<file path="src/rtl/aunit_sched.sv">
// Aunit job scheduler: accepts a job configuration, streams operand beats to the
// Aunit, accumulates the returned signed sums and presents the job result.
module aunit_sched #(
  parameter int AuMaskWd = 48,
  parameter int AuODWd   = 16,
  parameter int AccWd    = 24
) (
  input  logic                     i_clk,
  input  logic                     i_rstn,
  input  logic                     i_cfg_rdy,
  output logic                     o_cfg_ack,
  input  logic [2:0]               i_cfg_mode,
  input  logic                     i_cfg_inumt,
  input  logic                     i_cfg_wnumt,
  input  logic [7:0]               i_cfg_len,
  input  logic                     i_src_rdy,
  output logic                     o_src_ack,
  input  logic [AuMaskWd-1:0]      i_src_ipix,
  input  logic [AuMaskWd-1:0]      i_src_wpix,
  output logic                     o_au_work,
  output logic [2:0]               o_au_mode,
  output logic                     o_au_inumt,
  output logic                     o_au_wnumt,
  output logic [AuMaskWd-1:0]      o_au_mask,
  output logic [AuMaskWd-1:0]      o_au_ipix,
  output logic [AuMaskWd-1:0]      o_au_wpix,
  output logic                     o_au_ipix_rdy,
  output logic                     o_au_wpix_rdy,
  output logic                     o_au_ipix_zero,
  output logic                     o_au_wpix_zero,
  input  logic                     i_au_ipix_ack,
  input  logic                     i_au_wpix_ack,
  input  logic signed [AuODWd-1:0] i_au_sum,
  input  logic                     i_au_sum_rdy,
  output logic                     o_au_sum_ack,
  output logic signed [AccWd-1:0]  o_res,
  output logic                     o_res_rdy,
  input  logic                     i_res_ack,
  output logic                     o_err,
  input  logic                     i_abort
);

  localparam int LaneWd = AuMaskWd / 3;

  typedef enum logic [2:0] {IDLE, RUN, DRAIN, DONE, FLUSH} state_t;
  typedef enum logic [2:0] {M_XNOR = 3'd0, M_M1 = 3'd1, M_M2 = 3'd2, M_M4 = 3'd3} mode_t;

  state_t           state;
  mode_t            mode;
  logic             inumt;
  logic             wnumt;
  logic [8:0]       beats;
  logic [8:0]       issued;
  logic [8:0]       retired;
  logic [AccWd-1:0] acc;
  logic             err;

  logic             issuing;
  logic             cfg_xfer;
  logic             src_xfer;
  logic             sum_xfer;
  logic [8:0]       issued_nxt;
  logic [8:0]       retired_nxt;
  logic [AccWd-1:0] sum_ext;

  assign issuing  = (state == RUN) && (issued < beats);
  // gated by reset so the handshake reads 0 while reset is held
  assign o_cfg_ack = i_rstn && (state == IDLE) && i_cfg_rdy;
  assign cfg_xfer  = i_cfg_rdy && o_cfg_ack;

  assign o_au_ipix      = i_src_ipix;
  assign o_au_wpix      = i_src_wpix;
  assign o_au_ipix_rdy  = issuing && i_src_rdy;
  assign o_au_wpix_rdy  = issuing && i_src_rdy;
  assign o_au_ipix_zero = issuing && i_src_rdy;
  assign o_au_wpix_zero = issuing && i_src_rdy;
  assign o_src_ack      = issuing && i_au_ipix_ack && i_au_wpix_ack;
  assign src_xfer       = i_src_rdy && o_src_ack;

  assign o_au_sum_ack = (state == RUN) || (state == DRAIN) || (state == FLUSH);
  assign sum_xfer     = i_au_sum_rdy && ((state == RUN) || (state == DRAIN));
  assign sum_ext      = {{(AccWd-AuODWd){i_au_sum[AuODWd-1]}}, i_au_sum};
  assign issued_nxt   = issued + {8'd0, src_xfer};
  assign retired_nxt  = retired + {8'd0, sum_xfer};

  assign o_au_work  = (state == RUN) || (state == DRAIN) || (state == FLUSH);
  assign o_au_mode  = mode;
  assign o_au_inumt = inumt;
  assign o_au_wnumt = wnumt;
  assign o_res_rdy  = (state == DONE);
  assign o_res      = (state == DONE) ? acc : '0;
  assign o_err      = err;

  always_comb begin
    o_au_mask = '0;
    if (state != IDLE) begin
      case (mode)
        M_M2:    o_au_mask[2*LaneWd-1:LaneWd]   = '1;
        M_M4:    o_au_mask[3*LaneWd-1:2*LaneWd] = '1;
        default: o_au_mask[LaneWd-1:0]          = '1;
      endcase
    end
  end

  always_ff @(posedge i_clk or negedge i_rstn) begin
    if (!i_rstn) begin
      state   <= IDLE;
      mode    <= M_XNOR;
      inumt   <= 1'b0;
      wnumt   <= 1'b0;
      beats   <= '0;
      issued  <= '0;
      retired <= '0;
      acc     <= '0;
      err     <= 1'b0;
    end else begin
      err <= 1'b0;
      case (state)
        IDLE: begin
          if (cfg_xfer) begin
            if (i_cfg_mode[2]) begin
              err <= 1'b1;
            end else begin
              mode    <= mode_t'(i_cfg_mode);
              inumt   <= i_cfg_inumt;
              wnumt   <= i_cfg_wnumt;
              beats   <= {1'b0, i_cfg_len} + 9'd1;
              issued  <= '0;
              retired <= '0;
              acc     <= '0;
              state   <= RUN;
            end
          end
        end
        RUN, DRAIN: begin
          if (i_abort) begin
            state <= FLUSH;
          end else begin
            issued  <= issued_nxt;
            retired <= retired_nxt;
            if (sum_xfer) acc <= acc + sum_ext;
            // retire completion wins so a same-cycle last issue/retire skips DRAIN
            if (retired_nxt == beats)     state <= DONE;
            else if (issued_nxt == beats) state <= DRAIN;
          end
        end
        DONE: begin
          if (i_abort)        state <= FLUSH;
          else if (i_res_ack) state <= IDLE;
        end
        FLUSH: begin
          issued  <= '0;
          retired <= '0;
          acc     <= '0;
          state   <= IDLE;
        end
        default: state <= IDLE;
      endcase
    end
  end

endmodule

</file>
<file path="config.mk">
export PLATFORM = sky130hd
export DESIGN_NAME = aunit_sched
export DESIGN_NICKNAME = d
export VERILOG_FILES = /design/src/rtl/aunit_sched.sv
export SDC_FILE = /design/constraint.sdc
export NUM_CORES = 1
export LEC_CHECK = 0
export BUFFER_PORTS_ARGS = -buffer_cell sky130_fd_sc_hd__buf_4
export CORE_MARGIN = 2
export CORE_UTILIZATION = 25
export DETAILED_ROUTE_END_ITERATION = 10
export GPL_TIMING_DRIVEN = 0
export SYNTH_ARGS = -nofsm -noshare
export SYNTH_HDL_FRONTEND = slang
export SYNTH_SLANG_ARGS = --single-unit
</file>
<file path="constraint.sdc">
create_clock -name i_clk -period 5.4 [get_ports i_clk]
set_clock_uncertainty 0.15 [all_clocks]
set_input_delay 0 -clock i_clk [delete_from_list [all_inputs] [get_ports i_clk]]
set_output_delay 0 -clock i_clk [all_outputs]
set_load 0.005 [all_outputs]
</file>
==> results of run 1 <==
==> power by group <==
group | internal (mW) | total [mW] | switching (mW)
Combinational | 1.04 | 1.97 | 0.932
Clock | 0.344 | 0.548 | 0.204
Sequential | 0.579 | 0.711 | 0.132
==> cell families (layout without fill, tap and decap cells) <==
| group | Yosys count | after routing | share of synthesized area |
|---|---|---|---|
| AND/OR/NAND/NOR | 231 | 231 | 0.199 |
| buffers and inverters | 190 | 449 | 0.216 |
| AO/OA/AOI/OAI | 165 | 165 | 0.181 |
| flip-flops | 59 | 59 | 0.249 |
| XOR/XNOR | 47 | 47 | 0.0695 |
| adder cells (fa/ha/maj) | 37 | 37 | 0.0794 |
| multiplexers | 3 | 3 | 0.00507 |
| other | 1 | 1 | 0.000633 |
==> sequential cells by signal, indices dropped and copies added (netlist names) <==
register / flops
issued: 9
state: 3
o_au_inumt: 1
retired: 9
o_err: 1
o_au_mode: 2
acc: 24
o_au_wnumt: 1
beats: 9
==> layout by cell type, fill, tap and decap left out, types with 4 or more instances in the layout <==
| cell | count |
|---|---|
| buf_4 | 368 |
| nand2_1 | 81 |
| dfrtp_1 | 59 |
| o21ai_0 | 56 |
| a21oi_1 | 38 |
| ha_1 | 36 |
| nor2_1 | 34 |
| and2_1 | 31 |
| xnor2_1 | 29 |
| dlygate4sd3_1 | 25 |
| inv_1 | 18 |
| xor2_1 | 18 |
| nand3_1 | 16 |
| clkbuf_1 | 15 |
| o31ai_1 | 14 |
| nor3_1 | 13 |
| a21o_1 | 11 |
| nand4_1 | 11 |
| clkbuf_16 | 9 |
| buf_2 | 8 |
| or3_1 | 6 |
| nor2b_1 | 6 |
| and3_1 | 6 |
| a22o_1 | 5 |
| nand2b_1 | 4 |
| nor3b_1 | 4 |
| o21a_1 | 4 |
| a211oi_1 | 4 |
==> worst max-delay path by stage <==
stage	depth (start not counted)	endpoint	slack, ns
6_report	15	state[0]$_DFFE_PN0P_	0.99
3_5_place_dp	15	state[0]$_DFFE_PN0P_	0.93
5_1_grt	15	state[0]$_DFFE_PN0P_	0.52
2_1_floorplan	14	state[0]$_DFFE_PN0P_	1.76
3_3_place_gp	14	state[0]$_DFFE_PN0P_	0.97
4_1_cts	15	state[0]$_DFFE_PN0P_	0.91
==> area by class of cell <==
class,instances,area (um2),area share
Multi-Input combinational cell,484,3170,0.373
Clock buffer,13,270,0.0318
Timing Repair Buffer,244,1890,0.223
Clock inverter,2,10.0,0.00118
Inverter,18,67.6,0.00795
Tap cell,319,399,0.0470
Sequential cell,59,1480,0.174
Buffer,172,1210,0.143
==> layer usage <==
metal	vias to the layer above	wire (um)
met5	-	0
met1	2616	7210
met2	224	7930
met4	0	207
met3	15	1110
li1	2899	-
==> timing repair <==
action / CTS / global route
gates resized for setup: 0 / 0
hold buffers: 25 / 0
hold endpoints to repair: 82 / 0
==> per-stage QoR <==
step | worst slack (ns) | total power [mW] | cells | util | cell area [um2]
after floorplan | 1.76 | 1.98 | 733 | - | 5930
after global placement | 0.968 | 2.66 | 1271 | 0.341 | 7970
after detailed placement | 0.928 | 2.68 | 1271 | 0.341 | 7970
after CTS | 0.908 | 3.27 | 1311 | 0.363 | 8500
after global routing | 0.516 | 3.50 | 1311 | 0.363 | 8500
final | 0.986 | 3.23 | 1311 | 0.363 | 8500
==> key figures, run 1 <==
Status
  • Outcome: finished clean

Setup path
  • List of cells traversed by the critical path: clkbuf_1 -> inv_1 -> ha_1 -> or2_2 -> a21oi_1 -> a21oi_1 -> nor3b_1 -> ha_1 -> ha_1 -> nand3_1 -> or3_1 -> a211o_1 -> nor4_2 -> nor2_1 -> a2bb2oi_1
  • Cell type with the highest occurrence count on the critical path: ha_1
  • Worst-path maximum fanout: 9
  • Top cell family by delay on the critical path: simple AND/OR/NAND/NOR gates
  • Type of element capturing the critical path: flop
  • CP peak stage delay: 0.40 ns
  • Reg-to-Reg Start: beats[7]$_DFFE_PN0P_
  • R2r endpoint: state[0]$_DFFE_PN0P_
  • CP required: 5.47 ns
  • Type of the worst setup path: flop to flop
  • Cell at the slowest stage of the critical path: or3_1
  • Worst endpoint data arrival time: 4.48 ns
  • First element of the critical path: beats[7]$_DFFE_PN0P_
  • Worst path buffer plus inverter count: 2
  • Category of the worst setup path launch point: flop
  • R2R Setup Slk: 0.99 ns
  • Reg2reg path depth: 15

Clock network
  • Post-CTS Repair Setup Buffers: 0
  • Clock-pin slew on the worst setup and hold paths: 0.05 ns
  • Max Buffers Root-to-Sink: 2
  • Clock network latency to the later pin of the worst-skew pair: 0.33 ns
  • H-tree lvl count: 3
  • Root cell of the clock tree: clkbuf_16
  • Clock sinks: 59
  • Number of buffers created by CTS: 9
  • Clock tree from TritonCTS: yes

Timing
  • Number of slew-limit violations in the final report: 0
  • Normalized max-slew margin: 0.345
  • Final hold slack: 0.0149 ns
  • Final number of setup-violating endpoints: 0
  • RSZ-0062 raised after global routing: false
  • Setup tns final: 0 ns
  • Final hold viol count: 0
  • Maximum operating frequency: 0.227 GHz
  • Minimum clock period: 4.41 ns
  • Tcrit/Tclk final: 0.817
  • Slew at the pin closest to its max-slew limit: 0.979 ns

Cells and area
  • Fillers: 2454
  • Ratio of cells with drive above 1 in the final layout: 0.412
  • Area Growth Syn to Fin: 43.4%
  • Count of nets after finishing: 1159
  • Number of diodes: 0

Detailed routing
  • Wire length after detailed routing: 16500 um
  • DRC: 0
  • Detail-routed net length per standard cell: 12.6 um
  • Final ANT Viol Nets: 0
  • Number of optimization iterations in the first detailed-route pass: 5
  • Initial DRC count: 304
  • Via/cell ratio: 4.39
  • Total number of vias: 5754

Global routing
  • Global-route wire length before repair: 24800 um
  • Met1 GRT Util: 0.163
  • Grt peak-use layer: met2
  • Via count of the first global-routing pass: 5129
  • Total global-route track usage: 0.123
  • Largest net degree at the start of global routing: 61
  • Number of antenna violations at the first check in global routing: 0
  • Total congestion overflow after global routing: 0
  • Met3 usage: 0.0194
  • Fraction of met2 tracks used by global routing: 0.206

Power
  • Power density over the cells: 380 nW/um2
  • Standby leakage power: 4.32 nW
  • Max VDD drop: 143 uV

Synthesis
  • Top cells by area, synth: dfrtp_1 25%, buf_4 19%, ha_1 7.6%, nand2_1 5.1%, o21ai_0 4.7%
  • Cells after Synth: 733
  • Largest area contributor in the netlist: dfrtp_1
  • Ys flop type: dfrtp_1
  • Combined area of all synthesized cells: 5930 um2
  • Unique cell type count in the Yosys netlist: 67
  • Post-synthesis async set-or-reset flop share: 1.00
  • Share of the synthesized area in the top cell type: 0.249
  • Number of synthesis warnings: 0
  • Register bit count reported by yosys: 59
  • Post-Syn Nets: 904
  • Avg Synthesized Cell Area: 8.08 um2
  • Most instantiated library cell after synthesis: buf_4
  • Sequential fraction of the synthesis area: 0.249
  • Cell types with the highest counts after synthesis: 149 x buf_4, 81 x nand2_1, 59 x dfrtp_1
  • Number of synthesized flops with an enable pin: 0

Floorplanning
  • Die W: 158 um
  • Placeable core region: 23400 um2
  • Initial core utilization: 0.253
  • I/O pin cnt: 317
  • Full die area: 24900 um2
  • Number of placement rows: 56
  • DIE HEIGHT: 158 um

Min path
  • Hold Path Origin: i_src_ipix[16]
  • Number of cells traversed by the worst hold path: 2
  • Hold EP: o_au_ipix[16]
  • Worst min-delay path class: primary input to output port

Place
  • Routability congestion estimate: 0.842
  • Port Buffers: 219
  • Half-perimeter wire length after detailed placement: 12900 um

Flow run
  • Number of violations of the max-capacitance limit: 0
Power figures use the tool's default switching activity.
==> run 2: changes to the inputs <==
--- a/config.mk
+++ b/config.mk
@@ -5,6 +5,7 @@
 export SDC_FILE = /design/constraint.sdc
 export NUM_CORES = 1
 export LEC_CHECK = 0
+export ABC_AREA = 1
 export BUFFER_PORTS_ARGS = -buffer_cell sky130_fd_sc_hd__buf_4
 export CORE_MARGIN = 2
 export CORE_UTILIZATION = 25
==> constraint.sdc (replaced) <==
create_clock -name i_clk -period 4 [get_ports i_clk]
set_clock_uncertainty 0.15 [all_clocks]
set_input_delay 0 -clock i_clk [delete_from_list [all_inputs] [get_ports i_clk]]
set_output_delay 0 -clock i_clk [all_outputs]
set_load 0.005 [all_outputs]
==> run 2 against run 1 <==
Sequential power grew 28%. Via count rose by 4.4%. Sequential cell count did not move. Critical path type unchanged. Critical endpoint is now state[1]$_DFFE_PN0P_.
==> key figures, run 2 <==
Timing
  • Number of slew-limit violations in the final report: 0 (unchanged)
  • Final hold slack: 0.0153 ns (+0.000363 ns)
  • Final hold viol count: 0 (unchanged)
  • Minimum clock period: 3.54 ns (-0.873 ns)
  • Tcrit/Tclk final: 0.885 (+0.0678)
  • Maximum operating frequency: 0.282 GHz (+25%)
  • Final number of setup-violating endpoints: 0 (unchanged)
  • Setup tns final: 0 ns (unchanged)
  • Slew at the pin closest to its max-slew limit: 1.12 ns (+0.145 ns)
  • RSZ-0062 raised after global routing: false
  • Normalized max-slew margin: 0.248 (-0.0970)

Cells and area
  • Number of diodes: 0 (unchanged)
  • Flip-flop and latch area: 1480 um2 (unchanged)
  • Commonest cells after routing, fill and taps aside: 365 x buf_4, 174 x nand2_1, 93 x inv_1
  • Most common cell after layout, fill and taps aside: buf_4
  • Area Growth Syn to Fin: 44.7%
  • Flip-flop count of the largest register after layout: 24 (unchanged)
  • Fillers: 2514 (+2.4%)
  • Area of the multi-input gates: 2910 um2 (-8.1%)
  • Count of nets after finishing: 1273 (+9.8%)
  • Ratio of cells with drive above 1 in the final layout: 0.379 (-0.0338)
  • Register ranked first by flip-flop count: acc

Flow run
  • Number of violations of the max-capacitance limit: 0 (unchanged)

Floorplanning
  • Initial core utilization: 0.253 (about the same)
  • Die W: 158 um (-0.16%)
  • I/O pin cnt: 317 (unchanged)
  • Number of placement rows: 56 (unchanged)
  • DIE HEIGHT: 158 um (-0.16%)
  • Placeable core region: 23300 um2 (-0.30%)
  • Full die area: 24900 um2 (-0.31%)

Global routing
  • Number of antenna violations at the first check in global routing: 0 (unchanged)
  • Total global-route track usage: 0.131 (+0.00742)
  • Via count of the first global-routing pass: 5492 (+7.1%)
  • Total congestion overflow after global routing: 0 (unchanged)
  • Global-route wire length before repair: 26300 um (+6.2%)
  • Largest net degree at the start of global routing: 61 (unchanged)

Detailed routing
  • DRC: 0 (unchanged)
  • Met3 WL: 1000 um (-10%)
  • Final ANT Viol Nets: 0 (unchanged)
  • Uppermost routed layer: met4
  • Total number of vias: 6010 (+4.4%)
  • Via/cell ratio: 4.21 (-4.0%)
  • Wire length after detailed routing: 17100 um (+4.0%)
  • Detail-routed net length per standard cell: 12.0 um (-4.4%)
  • Number of optimization iterations in the first detailed-route pass: 7 (+2)
  • Met1 wire length: 7520 um (+4.4%)
  • Initial DRC count: 262 (-14%)
  • Detailed-routed wire length on met2: 8420 um (+6.2%)

Setup path
  • CP required: 4.08 ns (-1.39 ns)
  • Cell type with the highest occurrence count on the critical path: nand2_1
  • Type of element capturing the critical path: flop
  • Category of the worst setup path launch point: flop
  • Worst path buffer plus inverter count: 1 (-1)
  • Top cell family by delay on the critical path: simple AND/OR/NAND/NOR gates
  • List of cells traversed by the critical path: inv_1 -> ha_1 -> a21oi_1 -> o21a_1 -> nand4_1 -> nor4_2 -> ha_2 -> ha_1 -> nand3_1 -> nand2_1 -> nand2_1 -> nand2_1 -> nand3_1 -> nor2_1 -> nand4_1 -> nand3_1 -> nand2_1 -> nand2_1 -> nand2_1
  • First element of the critical path: beats[8]$_DFFE_PN0P_
  • Reg-to-Reg Start: beats[8]$_DFFE_PN0P_
  • Worst endpoint data arrival time: 3.62 ns (-0.86 ns)
  • CP peak stage delay: 0.39 ns (about the same)
  • Type of the worst setup path: flop to flop
  • Cell at the slowest stage of the critical path: dfrtp_1
  • Worst-path maximum fanout: 8 (-1)

Power
  • Power density over the cells: 514 nW/um2 (+35%)
  • Standby leakage power: 4.49 nW (+4.0%)
  • Total power: 4.39 mW (+36%)
  • Max VDD drop: 252 uV (+76%)

Synthesis
  • Cell types with the highest counts after synthesis: 174 x nand2_1, 146 x buf_4, 93 x inv_1
  • Most instantiated library cell after synthesis: nand2_1
  • Number of synthesis warnings: 0 (unchanged)
  • Number of synthesized flops with an enable pin: 0 (unchanged)
  • Unique cell type count in the Yosys netlist: 37 (-45%)
  • Largest area contributor in the netlist: dfrtp_1
  • Sequential fraction of the synthesis area: 0.250 (+0.000792)
  • Post-synthesis async set-or-reset flop share: 1.00 (unchanged)
  • Cells after Synth: 842 (+15%)
  • Combined area of all synthesized cells: 5910 um2 (-0.32%)
  • Share of the synthesized area in the top cell type: 0.250 (+0.000792)
  • Ys flop type: dfrtp_1
  • Register bit count reported by yosys: 59 (unchanged)
  • Avg Synthesized Cell Area: 7.02 um2 (-13%)
  • Post-Syn Nets: 1013 (+12%)
  • Top cells by area, synth: dfrtp_1 25%, buf_4 19%, nand2_1 11%, ha_1 7.6%, inv_1 5.9%

Clock network
  • Clock-pin slew on the worst setup and hold paths: 0.05 ns (about the same)
  • Root cell of the clock tree: clkbuf_16
  • Clock tree from TritonCTS: yes
  • Max Buffers Root-to-Sink: 2 (unchanged)
  • Post-CTS Repair Setup Buffers: 0 (unchanged)
  • Clock network latency to the later pin of the worst-skew pair: 0.34 ns (about the same)
  • Number of buffers created by CTS: 9 (unchanged)
  • H-tree lvl count: 3 (unchanged)
  • Clock sinks: 59 (unchanged)

Min path
  • Worst min-delay path class: primary input to output port
  • Hold Path Origin: i_src_ipix[33]

Place
  • Port Buffers: 219 (unchanged)
  • Half-perimeter wire length after detailed placement: 13700 um (+6.0%)
  • Routability congestion estimate: 0.857 (+1.8%)

Status
  • Outcome: finished clean
-- run 2: cell count changes in the layout (fill, tap and decap cells not counted), sizes merged, moves of 8 or more --
cell,previous run,this run
nand2,82,174
inv,18,100
nor2,36,85
nand3,17,55
and2,31,0
xnor2,29,6
o22ai,1,21
o31ai,14,0
clkbuf,27,15
xor2,18,7
and3,8,0
-- run 2: repair_timing --
item / CTS / global route
hold buffers: 30 / 0
hold endpoints to repair: 82 / 0
setup endpoints to repair: 0 / 2
resized for setup: 0 / 2
-- run 2: final timing paths --
kind,endpoint,slack [ns],depth (start not counted)
setup reg to reg,state[1]$_DFFE_PN0P_,0.46,19
setup / recovery,state[1]$_DFFE_PN0P_,0.46,19
min in group asynchronous,acc[5]$_DFFE_PN0P_,0.16,2
hold / removal,o_au_ipix[33],0.02,2
max in group asynchronous,retired[2]$_DFFE_PN0P_,2.98,2
hold reg to reg,o_au_wnumt$_DFFE_PN0P_,0.33,2
-- run 2: cells by family after synthesis --
| logic type | share of synthesized area |
|---|---|
| xor+xnor | 0.0231 |
| other cells | 0.000635 |
| buf+inv | 0.260 |
| flops | 0.250 |
| fa+ha+maj | 0.0796 |
| compound gates | 0.139 |
| simple gates | 0.248 |
-- run 2: area by class of cell --
class                   instances  area share
well taps                     319      0.0467
clock inverters                 5     0.00322
flip-flops and latches         59       0.173
multi-input cells             526       0.341
clock buffers                  11      0.0296
repair buffers                249       0.228
plain buffers                 157       0.136
inverters                     100      0.0439
-- run 2: through the flow --
step	util	setup slack [ns]	cell area, um2	std cells
final	0.366	0.459	8540	1426
after global routing	0.366	0.173	8540	1426
after global placement	0.341	0.335	7950	1380
after CTS	0.366	0.314	8540	1426
after detailed placement	0.341	0.336	7960	1380
after floorplan	-	1.11	5910	842
-- run 2: report_power, final --
part | switching [mW] | internal [mW] | total (mW)
clock network | 0.288 | 0.448 | 0.736
registers | 0.151 | 0.761 | 0.912
logic | 1.39 | 1.35 | 2.74
-- run 2: per-layer routing --
metal	global-route usage	vias up
met3	0.0255	15
met5	0	-
met4	0.0242	0
li1	-	3121
met2	0.224	173
met1	0.171	2701
-- run 2: worst register-to-register path, cell delays in order, from the launching register on --
cell	delay (ns)
dfrtp_1	0.39
inv_1	0.11
ha_1	0.32
a21oi_1	0.17
o21a_1	0.15
nand4_1	0.18
nor4_2	0.26
ha_2	0.35
ha_1	0.31
nand3_1	0.13
nand2_1	0.10
nand2_1	0.08
nand2_1	0.06
nand3_1	0.06
nor2_1	0.14
nand4_1	0.14
nand3_1	0.13
nand2_1	0.08
nand2_1	0.06
nand2_1	0.04
==> run 3: changes to the inputs <==
==> constraint.sdc (replaced) <==
create_clock -name i_clk -period 3.4 [get_ports i_clk]
set_clock_uncertainty 0.15 [all_clocks]
set_input_delay 0 -clock i_clk [delete_from_list [all_inputs] [get_ports i_clk]]
set_output_delay 0 -clock i_clk [all_outputs]
set_load 0.005 [all_outputs]
==> run 3 against run 2 <==
Hold slack is the same. Clock power increased by 18%. Power is 20% higher. Sequential cell count unchanged. Sequential power rose by 18%. Design area grew 2.0%. Global-route usage increased by 0.052 points. Final cell count increased by 0.70%. Setup slack lost 0.32 ns. Core utilization rose by 0.73 points. Critical path depth did not move. Largest power group unchanged.
==> key figures, run 3 (synthesized netlist as in run 2, its figures left out) <==
Status
  • Outcome: finished clean

Setup path
  • Worst-path maximum fanout: 6 (-2)
  • Type of element capturing the critical path: flop
  • Worst endpoint data arrival time: 3.35 ns (-0.27 ns)
  • Category of the worst setup path launch point: flop
  • First element of the critical path: beats[8]$_DFFE_PN0P_
  • Reg-to-Reg Start: beats[8]$_DFFE_PN0P_
  • CP required: 3.49 ns (-0.59 ns)
  • Type of the worst setup path: flop to flop

Cells and area
  • Count of nets after finishing: 1283 (+0.79%)
  • Flip-flop count of the largest register after layout: 24 (unchanged)
  • Area Growth Syn to Fin: 47.5%
  • Register ranked first by flip-flop count: acc
  • Commonest cells after routing, fill and taps aside: 374 x buf_4, 170 x nand2_1, 86 x inv_1
  • Fillers: 2503 (-0.44%)
  • Ratio of cells with drive above 1 in the final layout: 0.406 (+0.0271)
  • Most common cell after layout, fill and taps aside: buf_4
  • Number of diodes: 0 (unchanged)

Global routing
  • Total global-route track usage: 0.131 (+0.000522)
  • Largest net degree at the start of global routing: 61 (unchanged)
  • Global-route wire length before repair: 26400 um (+0.42%)
  • Total congestion overflow after global routing: 0 (unchanged)
  • Via count of the first global-routing pass: 5521 (+0.53%)
  • Number of antenna violations at the first check in global routing: 0 (unchanged)

Floorplanning
  • Number of placement rows: 56 (unchanged)
  • Initial core utilization: 0.253 (unchanged)
  • Die W: 158 um (unchanged)
  • DIE HEIGHT: 158 um (unchanged)
  • I/O pin cnt: 317 (unchanged)
  • Full die area: 24900 um2 (unchanged)
  • Placeable core region: 23300 um2 (unchanged)

Timing
  • Normalized max-slew margin: 0.241 (-0.00654)
  • Setup tns final: 0 ns (unchanged)
  • Final hold slack: 0.0153 ns (unchanged)
  • Maximum operating frequency: 0.306 GHz (+8.4%)
  • Slew at the pin closest to its max-slew limit: 1.13 ns (+0.00977 ns)
  • Minimum clock period: 3.27 ns (-0.276 ns)
  • Final hold viol count: 0 (unchanged)
  • Number of slew-limit violations in the final report: 0 (unchanged)
  • Final number of setup-violating endpoints: 0 (unchanged)
  • Tcrit/Tclk final: 0.960 (+0.0751)

Place
  • Port Buffers: 219 (unchanged)
  • Routability congestion estimate: 0.857 (unchanged)
  • Half-perimeter wire length after detailed placement: 13700 um (unchanged)

Min path
  • Hold Path Origin: i_src_ipix[33]
  • Worst min-delay path class: primary input to output port

Clock network
  • H-tree lvl count: 3 (unchanged)
  • Number of buffers created by CTS: 9 (unchanged)
  • Clock-pin slew on the worst setup and hold paths: 0.06 ns (about the same)
  • Clock tree from TritonCTS: yes
  • Max Buffers Root-to-Sink: 2 (unchanged)
  • Clock sinks: 59 (unchanged)
  • Root cell of the clock tree: clkbuf_16
  • Clock network latency to the later pin of the worst-skew pair: 0.34 ns (about the same)

Detailed routing
  • DRC: 0 (unchanged)
  • Number of optimization iterations in the first detailed-route pass: 5 (-2)
  • Via/cell ratio: 4.25 (+0.94%)
  • Initial DRC count: 296 (+13%)
  • Detail-routed net length per standard cell: 12.1 um (+0.47%)
  • Wire length after detailed routing: 17300 um (+1.2%)
  • Total number of vias: 6109 (+1.6%)
  • Final ANT Viol Nets: 0 (unchanged)

Flow run
  • Number of violations of the max-capacitance limit: 0 (unchanged)

Power
  • Power density over the cells: 604 nW/um2 (+18%)
  • Standby leakage power: 4.54 nW (+1.0%)
  • Max VDD drop: 298 uV (+18%)
[run 3: cell types whose count changed in the layout (fill, tap and decap cells not counted), moves of 3 or more]
cell     delta
nand2_1     -4
a21oi_2     +3
nand2_2     +4
buf_4       +9
inv_2       +7
inv_1       -7
ha_4        +4
ha_1        -4
a21oi_1     -3
[run 3: stage by stage]
| step | setup WS [ns] | util | instances | area [um2] | total power, mW |
|---|---|---|---|---|---|
| global placement | -0.265 | 0.341 | 1380 | 7950 | 4.23 |
| CTS | 0.0207 | 0.367 | 1427 | 8550 | 5.21 |
| floorplan | 0.511 | - | 842 | 5910 | 3.07 |
| detailed placement | -0.264 | 0.341 | 1380 | 7960 | 4.27 |
| global route | -0.0156 | 0.373 | 1436 | 8710 | 5.70 |
| finish | 0.135 | 0.373 | 1436 | 8710 | 5.27 |
[run 3: final timing paths]
kind,endpoint,depth (start not counted),slack (ns)
max in group asynchronous,issued[3]$_DFFE_PN0P_,2,2.33
worst max register to register,state[1]$_DFFE_PN0P_,19,0.13
worst min register to register,o_au_wnumt$_DFFE_PN0P_,2,0.33
worst min-delay path,o_au_ipix[33],2,0.02
min in group asynchronous,acc[5]$_DFFE_PN0P_,2,0.16
worst max-delay path,state[1]$_DFFE_PN0P_,19,0.13
[run 3: cell type report]
class / instances / area (um2) / area share
repair buffers: 259 / 2020 / 0.232
inverters: 100 / 375 / 0.0431
plain buffers: 157 / 1160 / 0.133
clock buffers: 11 / 253 / 0.0290
well taps: 319 / 399 / 0.0458
clock inverters: 5 / 27.5 / 0.00316
flip-flops and latches: 59 / 1480 / 0.170
multi-input cells: 526 / 3000 / 0.344
[run 3: worst max-delay path: stages, from the launching register on]
cell and delay [ns]:
dfrtp_1 0.36, inv_2 0.06, ha_1 0.32, a21oi_2 0.15
o21a_1 0.14, nand4_1 0.15, nor4_2 0.37, ha_2 0.30
ha_4 0.18, nand3_2 0.09, nand2_2 0.08, nand2_1 0.08
nand2_1 0.06, nand3_1 0.08, nor2_2 0.14, nand4_1 0.15
nand3_2 0.12, nand2_1 0.07, nand2_1 0.06, nand2_1 0.04
[run 3: repair_timing]
action	CTS	global route
gates resized for setup	2	27
endpoints found under the hold margin	82	0
hold buffers	30	0
setup endpoints to repair	2	2
buffers inserted	1	9
cloned	0	0
pin swaps	1	9
[run 3: metal layers]
layer / vias up / wire, um / GRT usage
li1: 3139 / - / -
met4: 0 / 109 / 0.0242
met3: 10 / 1090 / 0.0255
met1: 2767 / 7490 / 0.171
met5: - / 0 / 0
met2: 193 / 8620 / 0.225
[run 3: power by group]
part	internal [mW]	total [mW]	switching [mW]
combinational	1.65	3.32	1.67
sequential	0.896	1.08	0.182
clock	0.527	0.866	0.340
total	3.07	5.27	2.19
